===== src/rtl/gf2m_digit_mul_if.sv =====
// ---------------------------------------------------------------------------
// gf2m_digit_mul_if
//   Request/response bundle between a Montgomery-ladder control FSM and one
//   digit-serial GF(2^M) multiplier slot.
//
//   in_valid  master->slave  request strobe; a/b sampled with it
//   a, b      master->slave  operands, M bits each
//   out_valid slave->master  one-cycle result pulse
//   c         slave->master  product, held until the next out_valid
//   busy      slave->master  high while a product is being computed
//   error     slave->master  one-cycle pulse: a request arrived while busy
// ---------------------------------------------------------------------------
interface gf2m_digit_mul_if #(
  parameter int M = 163
) ();
  logic         in_valid;
  logic [M-1:0] a;
  logic [M-1:0] b;
  logic         out_valid;
  logic [M-1:0] c;
  logic         busy;
  logic         error;

  modport master (
    output in_valid, a, b,
    input  out_valid, c, busy, error
  );

  modport slave (
    input  in_valid, a, b,
    output out_valid, c, busy, error
  );
endinterface


===== src/rtl/gf2m_digit_mul.sv =====
// ---------------------------------------------------------------------------
// gf2m_digit_mul
//   Digit-serial GF(2^M) multiplier in polynomial basis: C = A*B mod F(x).
//   B is consumed D bits per cycle, most significant digit first; each bit
//   performs a shift-and-reduce of the accumulator followed by a conditional
//   XOR of A. A product takes NDIG = ceil(M/D) compute cycles, and the result
//   pulse follows NDIG+1 cycles after the request.
//
//   clk_i  clock, all state on the rising edge
//   rst_i  synchronous active-high reset; abandons any in-flight product
//   bus    slave side of gf2m_digit_mul_if (in_valid/a/b in,
//          out_valid/c/busy/error out)
// ---------------------------------------------------------------------------
module gf2m_digit_mul #(
  parameter int           M    = 163,
  parameter int           D    = 4,
  parameter logic [M-1:0] POLY = 'hC9   // F(x) without the x^M term
) (
  input  logic              clk_i,
  input  logic              rst_i,
  gf2m_digit_mul_if.slave   bus
);

  localparam int NDIG = (M + D - 1) / D;
  localparam int NB   = NDIG * D;                      // padded width of B
  localparam int CW   = (NDIG > 1) ? $clog2(NDIG) : 1;
  localparam logic [CW-1:0] CNT_LOAD = CW'(NDIG - 1);

  typedef enum logic [1:0] {
    ST_IDLE = 2'd0,
    ST_CALC = 2'd1,
    ST_DONE = 2'd2
  } state_e;

  state_e        state_q;
  logic [M-1:0]  a_q;
  logic [NB-1:0] b_q;
  logic [M-1:0]  acc_q, acc_d;
  logic [CW-1:0] cnt_q;
  logic [M-1:0]  c_q;
  logic          out_valid_q;
  logic          busy_q;
  logic          error_q;

  // DONE is not busy, so a request there is taken back-to-back.
  logic accept;
  assign accept = bus.in_valid && (state_q != ST_CALC);

  // One digit of work: D shift-and-reduce steps, top bit of the digit first.
  // NOTE: blocking '=' inside always_comb chains the D steps within one cycle;
  // acc_d is assigned first so no path leaves it unassigned (no latch).
  always_comb begin
    acc_d = acc_q;
    for (int j = 0; j < D; j++) begin
      acc_d = {acc_d[M-2:0], 1'b0} ^ (acc_d[M-1] ? POLY : '0);
      if (b_q[NB-1-j]) begin
        acc_d = acc_d ^ a_q;
      end
    end
  end

  // Operand registers.
  // NOTE: these carry no reset; their contents only matter after a request
  // loads them, so resetting them would add logic for no behavioural gain.
  always_ff @(posedge clk_i) begin
    if (accept) begin
      a_q <= bus.a;
      b_q <= NB'(bus.b);          // zero padding lands in the leading digit
    end else if (state_q == ST_CALC) begin
      b_q <= b_q << D;
    end
  end

  // Control FSM with registered outputs.
  // NOTE: every sequential assignment uses '<=' so all registers update from
  // the same pre-edge values.
  always_ff @(posedge clk_i) begin
    if (rst_i) begin
      state_q     <= ST_IDLE;
      acc_q       <= '0;
      cnt_q       <= '0;
      c_q         <= '0;
      out_valid_q <= 1'b0;
      busy_q      <= 1'b0;
      error_q     <= 1'b0;
    end else begin
      out_valid_q <= 1'b0;
      error_q     <= bus.in_valid && busy_q;   // refused request, dropped
      case (state_q)
        ST_IDLE, ST_DONE: begin
          if (bus.in_valid) begin
            acc_q   <= '0;
            cnt_q   <= CNT_LOAD;
            busy_q  <= 1'b1;
            state_q <= ST_CALC;
          end else begin
            state_q <= ST_IDLE;
          end
        end
        ST_CALC: begin
          acc_q <= acc_d;
          if (cnt_q == '0) begin
            // Result is registered on the last digit so it is valid
            // for the whole DONE cycle.
            c_q         <= acc_d;
            out_valid_q <= 1'b1;
            busy_q      <= 1'b0;
            state_q     <= ST_DONE;
          end else begin
            cnt_q <= cnt_q - 1'b1;
          end
        end
        default: state_q <= ST_IDLE;
      endcase
    end
  end

  assign bus.out_valid = out_valid_q;
  assign bus.c         = c_q;
  assign bus.busy      = busy_q;
  assign bus.error     = error_q;

endmodule


===== src/flat_wrapper.sv =====
// flat-port wrapper written by rule: the top's interface ports become plain ports
module gf2m_digit_mul_flat 
#(
  parameter int           M    = 163,
  parameter int           D    = 4,
  parameter logic [M-1:0] POLY = 'hC9                               
)
  (clk_i, rst_i, bus_in_valid, bus_a, bus_b, bus_out_valid, bus_c, bus_busy, bus_error);
  gf2m_digit_mul_if #(.M(M)) bus_i ();
  input  logic clk_i;
  input  logic rst_i;
  input wire logic [$bits(bus_i.in_valid)-1:0] bus_in_valid;
  input wire logic [$bits(bus_i.a)-1:0] bus_a;
  input wire logic [$bits(bus_i.b)-1:0] bus_b;
  output wire logic [$bits(bus_i.out_valid)-1:0] bus_out_valid;
  output wire logic [$bits(bus_i.c)-1:0] bus_c;
  output wire logic [$bits(bus_i.busy)-1:0] bus_busy;
  output wire logic [$bits(bus_i.error)-1:0] bus_error;
  assign bus_i.in_valid = bus_in_valid;
  assign bus_i.a = bus_a;
  assign bus_i.b = bus_b;
  assign bus_out_valid = bus_i.out_valid;
  assign bus_c = bus_i.c;
  assign bus_busy = bus_i.busy;
  assign bus_error = bus_i.error;
  gf2m_digit_mul #(.M(M), .D(D), .POLY(POLY)) u_core (.clk_i(clk_i), .rst_i(rst_i), .bus(bus_i));
endmodule

===== config.mk =====
export PLATFORM = sky130hd
export DESIGN_NAME = gf2m_digit_mul_flat
export DESIGN_NICKNAME = d
export VERILOG_FILES = /design/src/rtl/gf2m_digit_mul_if.sv /design/src/rtl/gf2m_digit_mul.sv /design/src/flat_wrapper.sv
export SDC_FILE = /design/constraint.sdc
export NUM_CORES = 1
export LEC_CHECK = 0
export ABC_CLOCK_PERIOD_IN_PS = 11500
export BUFFER_PORTS_ARGS = -buffer_cell sky130_fd_sc_hd__buf_2
export CORE_ASPECT_RATIO = 0.6
export CORE_MARGIN = 5
export CORE_UTILIZATION = 50
export CTS_CLUSTER_SIZE = 8
export DETAILED_ROUTE_END_ITERATION = 12
export PLACE_DENSITY = 0.81
export SETUP_SLACK_MARGIN = 0.2
export SLEW_MARGIN = 20
export SYNTH_ARGS = -nofsm -noshare
export SYNTH_HDL_FRONTEND = slang
export SYNTH_SLANG_ARGS = --single-unit

===== constraint.sdc =====
create_clock -name clk_i -period 11.5 [get_ports clk_i]
set_input_delay 1.725 -clock clk_i [delete_from_list [all_inputs] [get_ports clk_i]]
set_output_delay 1.725 -clock clk_i [all_outputs]
set_load 0.005 [all_outputs]

==> Yosys cells after proc, flatten, opt, wreduce, memory -nomap -nowiden <==
Index checks and enable logic that the tools add are counted.
W data, S select, Z words.
{ "totals": {"ff_bits": 664, "in_bits": 329} }
{ "op_classes": {"n_addsub": 1, "n_eq_ne": 6, "muxes": 22, "bitwise_logic": 9, "reduce_logical": 12} }
{ "ops": {"columns": ["cell", "n"], "rows": [
  ["$xor A163 B163 Y163", 8],
  ["$mux W163", 7],
  ["$pmux W163 S2", 1],
  ["$mux W8", 4],
  ["$mux W6", 2],
  ["$pmux W6 S2", 1],
  ["$logic_not A6 Y1", 1],
  ["$ne A2 B2 Y1 const B", 3],
  ["$reduce_and A3 Y1", 2],
  ["$sub A6 B1 Y6 const B", 1],
  ["$mux W1", 4],
  ["$pmux W2 S2", 1],
  ["$reduce_and A2 Y1", 2],
  ["$reduce_bool A2 Y1", 2],
  ["$reduce_or A2 Y1", 2],
  ["$eq A2 B1 Y1 const B", 1],
  ["$eq A2 B2 Y1 const B", 1],
  ["$logic_and A1 B1 Y1", 2],
  ["$logic_not A2 Y1", 1],
  ["$mux W2", 1],
  ["$ne A2 B1 Y1 const B", 1],
  ["$pmux W1 S2", 1],
  ["$not A1 Y1", 1]
]} }

==> Longest topological paths before layout <==
{ "depth": {"word_depth": 17, "mapped_depth": 8} }

==> Worst setup path after synthesis <==
OpenSTA, ideal clock, no wires.
{ "synth_timing": {"path_type": "input to register", "start": "in bus_in_valid", "end": "reg u_core.b_q[0] (enable)", "setup_ns": 0.552, "arrival_ns": 5.646, "required_time_ns": 10.948, "setup_slack_ns": 5.302, "path_stages": 1, "cell_sequence": "nand2b_1"} }
{ "synth_between": {"elab_chain_len": 2} }
{ "synth_lines": {"columns": ["element", "line_no", "text"], "rows": [
  ["start: declaration", "flat_wrapper.sv:12", "input wire logic [$bits(bus_i.in_valid)-1:0] bus_in_valid;"],
  ["$logic_and A1 B1 Y1", "gf2m_digit_mul.sv:47", "assign accept = bus.in_valid && (state_q != ST_CALC);"],
  ["$reduce_bool A2 Y1 (no line)", null, null],
  ["end signal: assignment", "gf2m_digit_mul.sv:68", "b_q <= NB'(bus.b);"],
  ["end signal: assignment", "gf2m_digit_mul.sv:70", "b_q <= b_q << D;"],
  ["end: declaration", "gf2m_digit_mul.sv:37", "logic [NB-1:0] b_q;"]
]} }
Every way passes these cells.
A chain may end at the register's enable or synchronous reset.

==> Worst setup path after layout <==
{ "layout_timing": {"start": "in bus_in_valid", "end": "reg u_core.acc_q[22]"} }
{ "layout_between": {"elab_chain_len": 2} }
{ "layout_lines": {"columns": ["element", "line_no", "text"], "rows": [
  ["$ne A2 B2 Y1 (no line)", null, null],
  ["$reduce_and A2 Y1 (no line)", null, null],
  ["end signal: assignment", "gf2m_digit_mul.sv:80", "acc_q <= '0;"],
  ["end signal: assignment", "gf2m_digit_mul.sv:92", "acc_q <= '0;"],
  ["end signal: assignment", "gf2m_digit_mul.sv:101", "acc_q <= acc_d;"],
  ["end: declaration", "gf2m_digit_mul.sv:38", "logic [M-1:0] acc_q, acc_d;"]
]} }
Every way passes these cells.

==> metrics.sh <==
R2R_CELLS=7
SYNTH_EDF_COUNT=326
CRITPATHKIND='input pin to flop'
DR.PASS1.ITERS=6
YOSYS_WARNINGS=0
NUMBER_OF_RESIZED_INSTANCES_IN_THE_POST_CTS_REPAIR_STEP=0
BUFFER_PORTS.INSERTED=494
YOSYS.AREA.TOP_TYPE_SHARE_PCT=30.1
CLOCK_TREE.HTREE_LEVEL_COUNT=3
FINAL_UTIL_PCT=59.3
GRT_START_MAX_NET_PINS=198
R2R-START='u_core.b_q[163]$_SDFFE_PP0P_'
LAYOUT-DRIVE-GT1-SHARE_PCT=22.5
FLOORPLAN.INITIALDENSITY_PCT=50.5
OVERFLOW=0
CRIT_PATH_CELL_TRACE='buf_2 -> and2b_1 -> nor2_4 -> buf_4 -> buf_4 -> a22oi_1 -> nor2_1'
SETUP-VIOLATIONS-FINAL=0
PIN_COUNT=495
MAXCAPVIOLATIONS=0
SETUP.WORST_PATH.END_CLASS='flop'
MAX_STAGE_DELAY_NS=0.77
DIE_H_UM=208
WORST-ENDPOINT-REQUIRED_NS=12.06
FINAL_HOLD_VIOL_COUNT=0
HP-START='u_core.bus.c[61]$_SDFFE_PP0P_'
SKEW_PAIR_LATE_INSERTION_DELAY_NS=0.64
STATIC-LEAKAGE-POWER_nW=16.9
TOTAL_AREA_OF_MULTI_INPUT_COMBINATIONAL_CELLS_UM2=15200
GLOBALROUTETOTALUTIL_PCT=23.9
FIN_CELLS=4383
SYNTH_MOST_COMMON_CELL='nand2_1'
SYNTH-ASYNC-RESET-RATIO_PCT=0
WORST-SLEW-PIN-TRANSITION_NS=1.12
FINALMAXSLEWVIOLATIONS=0
PLACED_CELLS=4202
WORST_PATH_MAX_DELAY_CELL='buf_4'
AVGROUTEDWIREPERCELL_UM=20.0
SYN_TO_FINAL_GROWTH_PCT=17.4
TOTAL_CTS_BUFFERS=93
WORST_SETUP_PATH_STARTPOINT='bus_in_valid'
CLOCK_SINKS=664
FLOORPLAN.CORE_AREA_UM2=64500
CTS_HOLD_BUF=0
POWER_DENSITY_nW_PER_UM2=191
CLOCK.FMAX_GHz=0.236
SEQCELLAREA_UM2=16600
DRT_FIRST_ITER_VIOLATIONS=2349
DETAILED_PLACE_HPWL_UM=57400
TIMING.CLOCK.SKEW_NS=0.0309
N_FILL_CELL=5220
ROUTED_VIA_DENSITY=5.45
AVGSYNTHCELLAREA_UM2=10.7
HOLD_CRIT_CLASS='flop to flop'
FIRST_GLOBAL_VIAS=23500
FLOORPLAN.DIE_AREA_UM2=70500
DIEWIDTH_UM=340
DRC_ERRORS=0
INITIAL_ANTENNA_VIOLATION_COUNT=13
HOLD-PATH-CELL-COUNT=2
DRT.ANTENNA.VIOLATING_NETS=0
PLACEMENTROWS=72
YOSYS-TOP-CELLS-AREA='edfxtp_1 (30%), dfxtp_1 (21%), xnor3_1 (11%)'
CTS.REPORTEDPATHS.CLKPINSLEW_NS=0.05
TOTALWIRELENGTH_UM=87500
CRIT_TOP_CELL='buf_4'
SETUP_TOTAL_NEGATIVE_SLACK_NS=0
FINALHOLDWORSTSLACK_NS=0.449
SYNTH-SEQ-AREA-SHARE_PCT=50.8
POST-CTS-SETUP-BUFFER-COUNT=0
SETUP_REPAIR_AFTER_GLOBAL_ROUTING_MISSED_ITS_MARGIN='false'
SYN_AREA_UM2=32600
GRT_PASS1_WL_UM=135000
FINAL.MIN_CLOCK_PERIOD_NS=4.23
YS_FF_LATCH=664
NETLIST_INSTANCES=3034
SYNTH_TOP_CELLS_BY_COUNT='nand2_1 (968), dfxtp_1 (338), edfxtp_1 (326)'
MAX_SLEW_MARGIN_PCT=25.6
VDD.IR_DROP.WORST_V=0.000135
CRIT_PATH_MAX_FANOUT=65
PLACE_CONGESTION=0.836
SYN_NETS=3365
FINAL_MIN_PERIOD_OVER_CLOCK_PERIOD_PCT=36.8
SETUP.WORST_PATH.START_CLASS='input pin'
CTS_MAX_PATH_BUFFERS=3
FINAL_NET_COUNT=3778
ROUTE.VIAS.TOTAL=23900
SYNTH_FLOP_CELL='dfxtp_1'
RUN_STATUS='finished clean'
SYNTH.LARGEST_AREA_CELL='edfxtp_1'
CP.ARRIVAL_NS=4.79
SYNTH.DISTINCT_CELLS=39
CTS_ROOT_BUF='clkbuf_16'
TRITONCTS='built'
-- power by group --
group / internal, W / switching, W
Clock: 0.00153 / 0.00104
Sequential: 0.00278 / 0.000178
Combinational: 0.000820 / 0.000953
Total: 0.00513 / 0.00218
-- per-layer routing --
metal	wire length (um)	track usage, %
met5	61	0
met4	1680	6.61
met3	7200	5.55
met2	40600	37.2
met1	38000	34.0
-- cells in the final DEF, fill, tap and decap left out, types with 2 or more instances in the layout --
cell and n:
nand2_1 968, clkinv_8 3, o21a_1 2, inv_1 2, buf_4 20, dfxtp_1 337
xor2_1 161, and3_1 4, a22oi_1 158, buf_2 493, clkbuf_16 93, inv_16 2
buf_12 3, xnor2_1 170, nor2_1 181, xnor3_1 166, diode_2 10, xor2_2 2
a32o_1 4, nand3_1 2, edfxtp_1 326, mux2i_1 2, a21oi_1 161, clkinv_16 2
nand2b_1 2, clkbuf_1 68, nor3_1 6, mux2_2 160, ha_1 2
-- final cells by class --
type	count	area share [%]
clock inverters	8	0.412
flip-flops and latches	664	43.3
inverters	2	0.0196
well taps	851	2.78
clock buffers	162	6.79
diodes	10	0.0654
repair buffers	517	7.04
multi-input cells	2169	39.6
-- cell families (layout without fill, tap and decap cells) --
| group | after synthesis | after routing | synth area share [%] |
|---|---|---|---|
| multiplexers | 162 | 162 | 5.59 |
| adder cells (fa/ha/maj) | 2 | 2 | 0.0768 |
| flip-flops | 664 | 664 | 50.8 |
| AND/OR/NAND/NOR | 1175 | 1175 | 13.7 |
| other | 0 | 10 | 0 |
| AO/OA/AOI/OAI | 329 | 329 | 6.39 |
| buffers and inverters | 201 | 689 | 2.79 |
| XOR/XNOR | 501 | 501 | 20.6 |
-- worst paths after layout --
| kind | slack (ns) | end |
|---|---|---|
| worst min-delay path | 0.45 | u_core.bus.c[61]$_SDFFE_PP0P_ |
| worst max register to register | 7.83 | u_core.bus.c[7]$_SDFFE_PP0P_ |
| worst max-delay path | 7.27 | u_core.acc_q[22]$_SDFFE_PP0P_ |
| worst min register to register | 0.45 | u_core.bus.c[61]$_SDFFE_PP0P_ |
-- state kept, by name, summed over array words and instances, names as in the netlist --
name                  count
u_core.cnt_q              6
u_core.bus.busy           1
u_core.a_q              163
u_core.b_q              164
u_core.state_q            2
u_core.bus.out_valid      1
u_core.acc_q            163
u_core.bus.error          1
u_core.bus.c            163
-- worst max-delay path: cells and delay by family --
kind,cells,cell delay (ns)
and+or+nand+nor,3,1.12
AOI/OAI and AO/OA,1,0.16
buffers and inverters,3,1.71
-- metrics by stage --
stage	setup slack (ns)	instance area, um^2	power [W]
2_1_floorplan	5.30	32600	0.00426
3_3_place_gp	6.77	35500	0.00471
3_5_place_dp	6.65	35500	0.00475
4_1_cts	7.30	38200	0.00735
5_1_grt	7.13	38300	0.00763
6_report	7.27	38300	0.00731
Power figures use the tool's default switching activity.
